[src/rtl/snake_pkg.sv]
// Shared encodings for the snake game-flow controller: game states,
// collision codes from the collision detector and the BCD digit width.
package snake_pkg;

    typedef enum logic [2:0] {
        ST_IDLE      = 3'b000,
        ST_PLAY      = 3'b001,
        ST_PAUSE     = 3'b010,
        ST_DYING     = 3'b011,
        ST_GAME_OVER = 3'b111
    } game_state_e;

    localparam logic [1:0] COLL_NONE       = 2'b00;
    localparam logic [1:0] COLLISION       = 2'b01;
    localparam logic [1:0] APPLE_COLLECTED = 2'b10;

    localparam int BCD_W = 4;

    // Code 11 is treated as a collision, so bit 0 alone marks a fatal hit.
    function automatic logic is_collision(input logic [1:0] code);
        return code[0];
    endfunction

endpackage

[src/rtl/bcd_score_counter.sv]
// Multi-digit BCD score counter. Ripple carry is resolved combinationally,
// the score itself is registered. Saturates at all nines instead of wrapping.
module bcd_score_counter
    import snake_pkg::*;
#(
    parameter int SCORE_DIGITS = 3
) (
    input  logic                            clk,
    input  logic                            reset,
    input  logic                            clear,
    input  logic                            inc,
    output logic [BCD_W*SCORE_DIGITS-1:0]   score
);

    logic [BCD_W*SCORE_DIGITS-1:0] score_q, score_d;
    logic [SCORE_DIGITS:0]         carry;

    // Carry chain across digits; a carry out of the top digit means the
    // score is already all nines, so the increment is dropped.
    always_comb begin
        score_d  = score_q;
        carry    = '0;
        carry[0] = inc;
        for (int i = 0; i < SCORE_DIGITS; i++) begin
            if (carry[i]) begin
                if (score_q[i*BCD_W +: BCD_W] == BCD_W'(9)) begin
                    score_d[i*BCD_W +: BCD_W] = '0;
                    carry[i+1]                = 1'b1;
                end else begin
                    score_d[i*BCD_W +: BCD_W] = score_q[i*BCD_W +: BCD_W] + BCD_W'(1);
                end
            end
        end
        if (clear) begin
            score_d = '0;
        end else if (carry[SCORE_DIGITS]) begin
            score_d = score_q;
        end
    end

    // Score register.
    always_ff @(posedge clk) begin
        if (reset) begin
            score_q <= '0;
        end else begin
            score_q <= score_d;
        end
    end

    assign score = score_q;

endmodule

[src/rtl/snake_game_ctrl.sv]
// Game-flow controller for the snake VGA design: lives, BCD score, level
// progression with snake speed-up, pause, and timed death/game-over phases.
//
// state        | meaning
// -------------+-------------------------------------------------------
// ST_IDLE      | waiting for any direction button to start a game
// ST_PLAY      | snake running; steps, apples and collisions handled
// ST_PAUSE     | everything frozen until the next pause edge
// ST_DYING     | lost a life; wait DEATH_FRAMES frames, then respawn
// ST_GAME_OVER | no lives left; wait DEATH_FRAMES frames, then idle
module snake_game_ctrl
    import snake_pkg::*;
#(
    parameter int LIVES            = 3,
    parameter int SCORE_DIGITS     = 3,
    parameter int APPLES_PER_LEVEL = 5,
    parameter int MAX_LEVEL        = 7,
    parameter int START_PERIOD     = 8,
    parameter int DEATH_FRAMES     = 60
) (
    input  logic                               clk,
    input  logic                               reset,
    input  logic [3:0]                         dir_btn,
    input  logic                               pause_btn,
    input  logic [1:0]                         collision_state,
    input  logic                               frame_tick,
    output logic [2:0]                         game_state,
    output logic                               step_en,
    output logic                               apple_trigger,
    output logic                               snake_reset,
    output logic [4*SCORE_DIGITS-1:0]          score,
    output logic [2:0]                         lives,
    output logic [$clog2(MAX_LEVEL+1)-1:0]     level
);

    localparam int LVL_W = $clog2(MAX_LEVEL + 1);
    localparam int DIV_W = $clog2(START_PERIOD + 1);
    localparam int APP_W = $clog2(APPLES_PER_LEVEL + 1);
    localparam int DTH_W = $clog2(DEATH_FRAMES + 1);

    game_state_e        state_q;
    logic [2:0]         lives_q;
    logic [LVL_W-1:0]   level_q;
    logic [APP_W-1:0]   apple_cnt_q;
    logic [DIV_W-1:0]   div_q;
    logic [DTH_W-1:0]   death_cnt_q;
    logic               ev_latch_q;
    logic               pause_prev_q;
    logic               step_en_q;
    logic               apple_trig_q;
    logic               snake_reset_q;

    logic               pause_edge;
    logic               ev_new;
    logic               play_act;
    logic               hit;
    logic               apple;
    logic               start;
    logic [DIV_W-1:0]   step_target;

    // A pause edge in PLAY wins over everything else that cycle, so an
    // event or frame tick landing on it is simply not acted on.
    assign pause_edge  = pause_btn & ~pause_prev_q;
    assign ev_new      = (collision_state != COLL_NONE) && !ev_latch_q;
    assign play_act    = (state_q == ST_PLAY) && !pause_edge;
    assign hit         = play_act && ev_new && is_collision(collision_state);
    assign apple       = play_act && ev_new && (collision_state == APPLE_COLLECTED);
    assign start       = (state_q == ST_IDLE) && (dir_btn != 4'b0000);
    assign step_target = DIV_W'(START_PERIOD - 1 - int'(level_q));

    bcd_score_counter #(
        .SCORE_DIGITS (SCORE_DIGITS)
    ) u_score (
        .clk   (clk),
        .reset (reset),
        .clear (start),
        .inc   (apple),
        .score (score)
    );

    // Game FSM with its counters and registered pulse outputs.
    always_ff @(posedge clk) begin
        if (reset) begin
            state_q       <= ST_IDLE;
            lives_q       <= 3'(LIVES);
            level_q       <= '0;
            apple_cnt_q   <= '0;
            div_q         <= '0;
            death_cnt_q   <= '0;
            ev_latch_q    <= 1'b0;
            pause_prev_q  <= 1'b0;
            step_en_q     <= 1'b0;
            apple_trig_q  <= 1'b0;
            snake_reset_q <= 1'b0;
        end else begin
            step_en_q     <= 1'b0;
            apple_trig_q  <= 1'b0;
            snake_reset_q <= 1'b0;
            pause_prev_q  <= pause_btn;

            if (frame_tick) begin
                ev_latch_q <= 1'b0;
            end else if (play_act && ev_new) begin
                ev_latch_q <= 1'b1;
            end

            case (state_q)
                ST_IDLE: begin
                    if (start) begin
                        state_q       <= ST_PLAY;
                        lives_q       <= 3'(LIVES);
                        level_q       <= '0;
                        apple_cnt_q   <= '0;
                        div_q         <= '0;
                        snake_reset_q <= 1'b1;
                    end
                end
                ST_PLAY: begin
                    if (pause_edge) begin
                        state_q <= ST_PAUSE;
                    end else if (hit) begin
                        lives_q     <= lives_q - 3'd1;
                        state_q     <= (lives_q == 3'd1) ? ST_GAME_OVER : ST_DYING;
                        death_cnt_q <= DTH_W'(DEATH_FRAMES - 1);
                    end else begin
                        if (apple) begin
                            apple_trig_q <= 1'b1;
                            if (apple_cnt_q == APP_W'(APPLES_PER_LEVEL - 1)) begin
                                apple_cnt_q <= '0;
                                if (level_q < LVL_W'(MAX_LEVEL)) begin
                                    level_q <= level_q + LVL_W'(1);
                                end
                            end else begin
                                apple_cnt_q <= apple_cnt_q + APP_W'(1);
                            end
                        end
                        if (frame_tick) begin
                            if (div_q == step_target) begin
                                step_en_q <= 1'b1;
                                div_q     <= '0;
                            end else begin
                                div_q <= div_q + DIV_W'(1);
                            end
                        end
                    end
                end
                ST_PAUSE: begin
                    if (pause_edge) begin
                        state_q <= ST_PLAY;
                    end
                end
                ST_DYING: begin
                    if (frame_tick) begin
                        if (death_cnt_q == '0) begin
                            state_q       <= ST_PLAY;
                            snake_reset_q <= 1'b1;
                            div_q         <= '0;
                        end else begin
                            death_cnt_q <= death_cnt_q - DTH_W'(1);
                        end
                    end
                end
                ST_GAME_OVER: begin
                    if (frame_tick) begin
                        if (death_cnt_q == '0) begin
                            state_q <= ST_IDLE;
                        end else begin
                            death_cnt_q <= death_cnt_q - DTH_W'(1);
                        end
                    end
                end
                default: state_q <= ST_IDLE;
            endcase
        end
    end

    assign game_state    = state_q;
    assign step_en       = step_en_q;
    assign apple_trigger = apple_trig_q;
    assign snake_reset   = snake_reset_q;
    assign lives         = lives_q;
    assign level         = level_q;

endmodule

[config.mk]
export PLATFORM = sky130hd
export DESIGN_NAME = snake_game_ctrl
export DESIGN_NICKNAME = d
export VERILOG_FILES = /design/src/rtl/snake_pkg.sv /design/src/rtl/bcd_score_counter.sv /design/src/rtl/snake_game_ctrl.sv
export SDC_FILE = /design/constraint.sdc
export NUM_CORES = 1
export LEC_CHECK = 0
export ABC_AREA = 1
export CAP_MARGIN = 10
export CORE_MARGIN = 3
export CORE_UTILIZATION = 49
export CTS_CLUSTER_DIAMETER = 200
export DETAILED_ROUTE_END_ITERATION = 8
export GPL_TIMING_DRIVEN = 1
export PLACE_DENSITY = 0.76
export SETUP_SLACK_MARGIN = 0.02
export SLEW_MARGIN = 20
export SYNTH_ARGS = -nofsm -noshare
export SYNTH_HDL_FRONTEND = slang
export SYNTH_SLANG_ARGS = --single-unit
[constraint.sdc]
create_clock -name clk -period 1.3 [get_ports clk]
set_input_delay 0.195 -clock clk [delete_from_list [all_inputs] [get_ports clk]]
set_output_delay 0.195 -clock clk [all_outputs]
set_load 0.01 [all_outputs]
==> impl_metrics.toml, run 1 <==
[outcome]
status = "finished with violations"
violations = "setup timing"

[cts]
cts_tree = "done"
ctsHoldBuffers = 0
clockBufferDepth = 2
clock-sinks = 39
cts-buffers-inserted = 5
cts-root-buf = "clkbuf_8"
clkTransAtPathRegs_ps = 80
htree_levels = 2
clk_latency_ps = 300

[sta]
setup_slack_ps = -250.1
setup_viol = 36
fin_crit_ps = 1550
clock.fmax_mhz = 645.1
min_period_over_period = 1.192
worstMarginPinSlew_ps = 266.8
slew_headroom = 0.8221
timing.final.max_slew_violations = 0
clock_skew_ps = 8.111
rsz0062_at_grt = "true"
tns_ps = -5748
timing.final.hold_violations = 0

[finish]
antenna_cells = 0
fin_area_um2 = 3692
n_fill_cell = 250
syn_to_final_growth_pct = 60.73
drive_above_1_share = 0.3811
finish.utilization = 0.8308
fin_nets = 472

[synthesis]
synth_area_um2 = 2297
synth-edff-count = 0
synth_top_cell_area_share = 0.3399
ys_types = 32
synth_warnings = 0
synthArstFlopShare = 0
yosysSeqAreaShare = 0.3399
synthTopCellsByCount = "nand2_1 (80), nor2_1 (51), inv_1 (46)"
synth_cells = 343
synthTopCellsByArea = "dfxtp_1 (34%), nand2_1 (13%), nor2_1 (8.3%)"
synthFlopType = "dfxtp_1"
synth_most_common_cell = "nand2_1"
yosys.area.top_type = "dfxtp_1"
syn_nets = 362
ys_ff_latch = 39
syn_avg_cell_area_um2 = 6.697

[floorplan]
die_h_um = 74.47
coreArea_um2 = 4444
ioPinCount = 34
die_area_um2 = 5546
dieWidth_um = 74.47
initial_core_util = 0.5169
rows = 24

[worst_setup_path]
cp_max_fo = 6
critPathRequiredTime_ps = 1530
critPathArrivalTime_ps = 1780
critPathCaptureType = "flop"
worstSetupPathType = "flop to flop"
cp-start-kind = "flop"

[place]
port_buffers = 33
place_area_um2 = 3199
dp_slack_ps = -489.5
dp_hpwl_um = 4402
gp_congestion = 0.8598

[detailed_routing]
antenna_left = 0
viasPerCell = 5.443
wire_per_inst_um = 15.33
drc = 0
drt_iter0_markers = 197
via_count = 2754
drt_pass1_iterations = 5
wl_um = 7759

[global_route]
grt_pass1_vias = 2509
grt_max_degree = 17
grt.overflow.total = 0
grt_pass1_wl_um = 10730
antenna_found_initial = 0
grt_use_total = 0.2487

[worst_hold_path]
hold_path.class = "flop to flop"

[pwr]
vdd_ir_drop_max_mv = 0.6062
p_leak_uw = 0.001756
power.density_nw_per_um2 = 947.8
finalPower_uw = 3500

[job]
drv_cap = 0
==> sequential cells by signal (all words and copies together) (netlist names) <==
register,cells
step_en,1
game_state,3
level,3
lives,3
apple_trigger,1
div_q,4
ev_latch_q,1
snake_reset,1
death_cnt_q,6
u_score.score,12
apple_cnt_q,3
pause_prev_q,1
==> path summary, 6_finish.rpt <==
kind,from,endpoint,slack (ps),cells after the start
setup reg to reg,game_state[2],u_score.score[10],-250,10
hold reg to reg,death_cnt_q[0],death_cnt_q[0],430,1
setup / recovery,game_state[2],u_score.score[10],-250,10
hold / removal,death_cnt_q[0],death_cnt_q[0],430,1
==> what timing repair did <==
item / 4_1_cts / 5_1_grt
gates resized for setup: 94 / 38
cloned: 0 / 0
buffers inserted: 5 / 4
pin swaps: 21 / 13
setup endpoints to repair: 58 / 40
==> metrics by stage <==
step	hold slack (ps)	std cells
2_1_floorplan	302.0	343
3_3_place_gp	415.7	489
3_5_place_dp	425.7	489
4_1_cts	426.6	502
5_1_grt	454.3	506
6_report	430.3	506
==> layout make-up <==
| cell class | count | area [um2] | area share |
|---|---|---|---|
| inverter | 48 | 180.2 | 0.04880 |
| tap | 52 | 65.06 | 0.01762 |
| sequential | 39 | 795.8 | 0.2155 |
| multi-input combinational | 254 | 1693 | 0.4585 |
| clock buffer | 6 | 72.57 | 0.01965 |
| timing repair buffer | 105 | 873.3 | 0.2365 |
| clock inverter | 2 | 12.51 | 0.003389 |
==> where the power goes <==
part | leakage, uW | internal, uW | switching (uW)
Sequential | 0.000321 | 1280 | 88.3
Combinational | 0.00139 | 578 | 719
Clock | 0.0000412 | 376 | 455
==> worst max-delay path, cell delays in order (launching register included) <==
cell and delay, ps:
dfxtp_4 370, nor2_4 180, buf_6 130, nand3_4 80
nor2_4 120, nand3_4 90, nor2_4 200, nand2_2 70
nand2_1 60, nand2_1 70, nor2_1 110
==> cells by family (layout without fill, tap and decap cells) <==
group           count (synthesis)  after routing  share of synthesized area
buf+inv                        50            161                    0.08170
simple gates                  183            183                     0.3693
compound gates                 54             54                     0.1296
fa+ha+maj                       9              9                    0.04902
xor+xnor                        8              8                    0.03050
flops                          39             39                     0.3399
==> per-layer routing <==
layer | vias up | global-route usage | part of all wire
li1 | 1322 | - | -
met5 | - | 0 | 0
met4 | 0 | 0.08696 | 0.045
met3 | 27 | 0.05405 | 0.051
met1 | 1300 | 0.2787 | 0.38
met2 | 105 | 0.4595 | 0.52
==> placed cells by master (no fill, tap or decap), types with 2 or more instances in the layout <==
| cell type | instances |
|---|---|
| nand2_4 | 7 |
| a21oi_2 | 10 |
| dfxtp_1 | 33 |
| a21oi_1 | 18 |
| nor2_2 | 5 |
| o21ai_0 | 8 |
| o21ai_1 | 3 |
| clkbuf_8 | 5 |
| nand4_1 | 6 |
| nor2_1 | 41 |
| nand3_1 | 16 |
| buf_4 | 67 |
| clkdlybuf4s15_1 | 3 |
| o21ai_2 | 5 |
| inv_1 | 36 |
| nand2_1 | 63 |
| nor3_2 | 2 |
| xor2_1 | 7 |
| dfxtp_4 | 3 |
| nor2_4 | 10 |
| inv_2 | 11 |
| ha_1 | 8 |
| buf_6 | 5 |
| dfxtp_2 | 3 |
| clkdlybuf4s50_1 | 8 |
| dlygate4sd2_1 | 19 |
| nand2_2 | 14 |
| o211ai_1 | 3 |
| nand3_2 | 4 |
| o21ai_4 | 2 |
| nand3_4 | 9 |
Power figures use the tool's default switching activity.
==> run 2, diff against run 1 <==
--- a/config.mk
+++ b/config.mk
@@ -5,10 +5,9 @@
 export SDC_FILE = /design/constraint.sdc
 export NUM_CORES = 1
 export LEC_CHECK = 0
-export ABC_AREA = 1
 export CAP_MARGIN = 10
 export CORE_MARGIN = 3
-export CORE_UTILIZATION = 49
+export CORE_UTILIZATION = 48
 export CTS_CLUSTER_DIAMETER = 200
 export DETAILED_ROUTE_END_ITERATION = 8
 export GPL_TIMING_DRIVEN = 1
==> impl_metrics.toml, run 2 <==
[outcome]
status = "finished with violations"
violations = "setup timing"

[sta]
worstMarginPinSlew_ps = 413.8
timing.final.max_slew_violations = 0
tns_ps = -15050
rsz0062_at_grt = "true"
min_period_over_period = 1.434
clock.fmax_mhz = 536.6
whs_ps = 437.0
slew_headroom = 0.7242
setup_slack_ps = -563.6
fin_crit_ps = 1864
clock_skew_ps = 5.662
setup_viol = 39
timing.final.hold_violations = 0

[finish]
final_cell_mix = "buf_4 (73), dfxtp_1 (24), buf_6 (21), dlygate4sd2_1 (21), nor2_1 (18)"
largest_register_ffs = 12
finish.utilization = 0.8887
finalNonFillerCells = 415
final_common_cell = "buf_4"
syn_to_final_growth_pct = 73.88
fin_nets = 385
drive_above_1_share = 0.5205
antenna_cells = 0

[detailed_routing]
wl_um = 9409
drt_iter0_markers = 278
antenna_left = 0
viasPerCell = 6.330
drt_pass1_iterations = 5
drc = 0
via_count = 2627
wire_per_inst_um = 22.67

[synthesis]
yosysSeqAreaShare = 0.3712
synthSimpleGateAreaFrac = 0.2855
ys_ff_latch = 39
synthTopCellsByArea = "dfxtp_1 (37%), ha_1 (5.4%), nor2_1 (4.3%)"
synth-xor-area-share = 0.04997
syn_nets = 260
syn_avg_cell_area_um2 = 8.727
synth_cells = 241
synth-edff-count = 0
synth_compound_area_frac = 0.1553
synth_mux_area_frac = 0.02974
synthTopCellsByCount = "dfxtp_1 (39), nor2_1 (24), a21oi_1 (16)"
synthArstFlopShare = 0
synth_most_common_cell = "dfxtp_1"
synth_warnings = 0
synthFlopType = "dfxtp_1"
synth_fa_ha_area_frac = 0.05354
synth_area_um2 = 2103
yosys.area.top_type = "dfxtp_1"
synth_top_cell_area_share = 0.3712
ys_types = 54
synth_top_family_by_area = "simple AND/OR/NAND/NOR gates"

[cts]
cts_tree = "done"
cts-root-buf = "clkbuf_8"
clockBufferDepth = 2
clkTransAtPathRegs_ps = 80
clock-sinks = 39
cts-buffers-inserted = 5
clk_latency_ps = 300
htree_levels = 2

[worst_hold_path]
min-delay-start = "collision_state[0]"
hold_path.class = "input port to flop"
min_path_cells = 4

[worst_setup_path]
critPathArrivalTime_ps = 2060
critPathCaptureType = "flop"
critPathRequiredTime_ps = 1490
rr_worst_depth = 6
crit_cells = 6
cp_cell_sequence = "or3b_4, buf_6, nor4_4, o221ai_2, mux2i_1, nor2_1"
setup.worst_path.start = "ev_latch_q"
reg2reg_from = "ev_latch_q"
cp-start-kind = "flop"
crit_buf_inv = 1
worstSetupPathType = "flop to flop"
cp_max_fo = 4
path_delay_family = "simple AND/OR/NAND/NOR gates"
slowest_stage = "or3b_4"
crit_path_max_incr_delay_ps = 430

[global_route]
grt_pass1_vias = 2532
use_met2 = 0.5177
grt.overflow.total = 0
grt_max_degree = 12
antenna_found_initial = 0
grt-busiest-layer = "met2"
grt_use_total = 0.2999
grt_pass1_wl_um = 12090
grtUsageMet3 = 0.07341
grt_use_met1 = 0.3313

[place]
dp_slack_ps = -798.5
dp_hpwl_um = 4239
port_buffers = 33
dp.cells = 390
gp_congestion = 0.8376

[pwr]
vdd_ir_drop_max_mv = 0.7564
p_leak_uw = 0.001574
power.density_nw_per_um2 = 912.6

[floorplan]
die_area_um2 = 5212
coreArea_um2 = 4115
die_h_um = 72.20
dieWidth_um = 72.20
ioPinCount = 34
rows = 23
initial_core_util = 0.5111

[job]
drv_cap = 0
## run 2: changes by cell type after synthesis, moves of 5 or more
cell / delta
a21oi_1: -12
nor3_1: +6
o21ai_0: -5
nand4_1: -5
nor2_1: -27
nand3_1: -17
nor2b_1: +6
inv_1: -33
nand2_1: -65
nor4_1: +6
## run 2: cell type report
type                            instances  area (um2)
Clock buffer                            6       72.57
Fill cell                             177       457.9
Inverter                               13       48.80
Multi-Input combinational cell        179        1565
Sequential cell                        39       807.0
Tap cell                               50       62.56
Timing Repair Buffer                  128        1101
## run 2: layer usage
layer | part of all wire | vias up
met5 | 0 | -
met4 | 0.062 | 0
met3 | 0.074 | 62
met2 | 0.50 | 182
met1 | 0.37 | 1271
li1 | - | 1112
## run 2: worst paths after layout
| path | slack (ps) | to |
|---|---|---|
| max | -560 | level[0] |
| min | 440 | ev_latch_q |
| max reg2reg | -560 | level[0] |
| min reg2reg | 540 | div_q[3] |
## run 2: logic make-up after synthesis
group	after synthesis
XOR/XNOR	12
AO/OA/AOI/OAI	50
AND/OR/NAND/NOR	102
adder cells (fa/ha/maj)	9
multiplexers	6
buffers and inverters	23
flip-flops	39
## run 2: repair_timing
action                     CTS  global route
buffers inserted             9            10
gates cloned                 1             0
pin swaps                   38            18
hold buffers                 0             0
setup endpoints to repair   62            45
gates resized for setup    109            39
## run 2: metrics by stage
| stage | cell area [um2] | total power (uW) |
|---|---|---|
| finish | 3657 | 3338 |
| global route | 3657 | 3435 |
| CTS | 3458 | 3097 |
| detailed placement | 3090 | 2132 |
| global placement | 3090 | 2111 |
| floorplan | 2205 | 1751 |
## run 2: power by group
part | internal, uW | switching (uW)
combinational | 620 | 624
sequential | 1240 | 46.6
clock | 359 | 444
## run 2: worst reg2reg max path: stages (launching register included)
cell,delay (ps)
dfxtp_2,340
or3b_4,430
buf_6,150
nor4_4,370
o221ai_2,190
mux2i_1,220
nor2_1,70
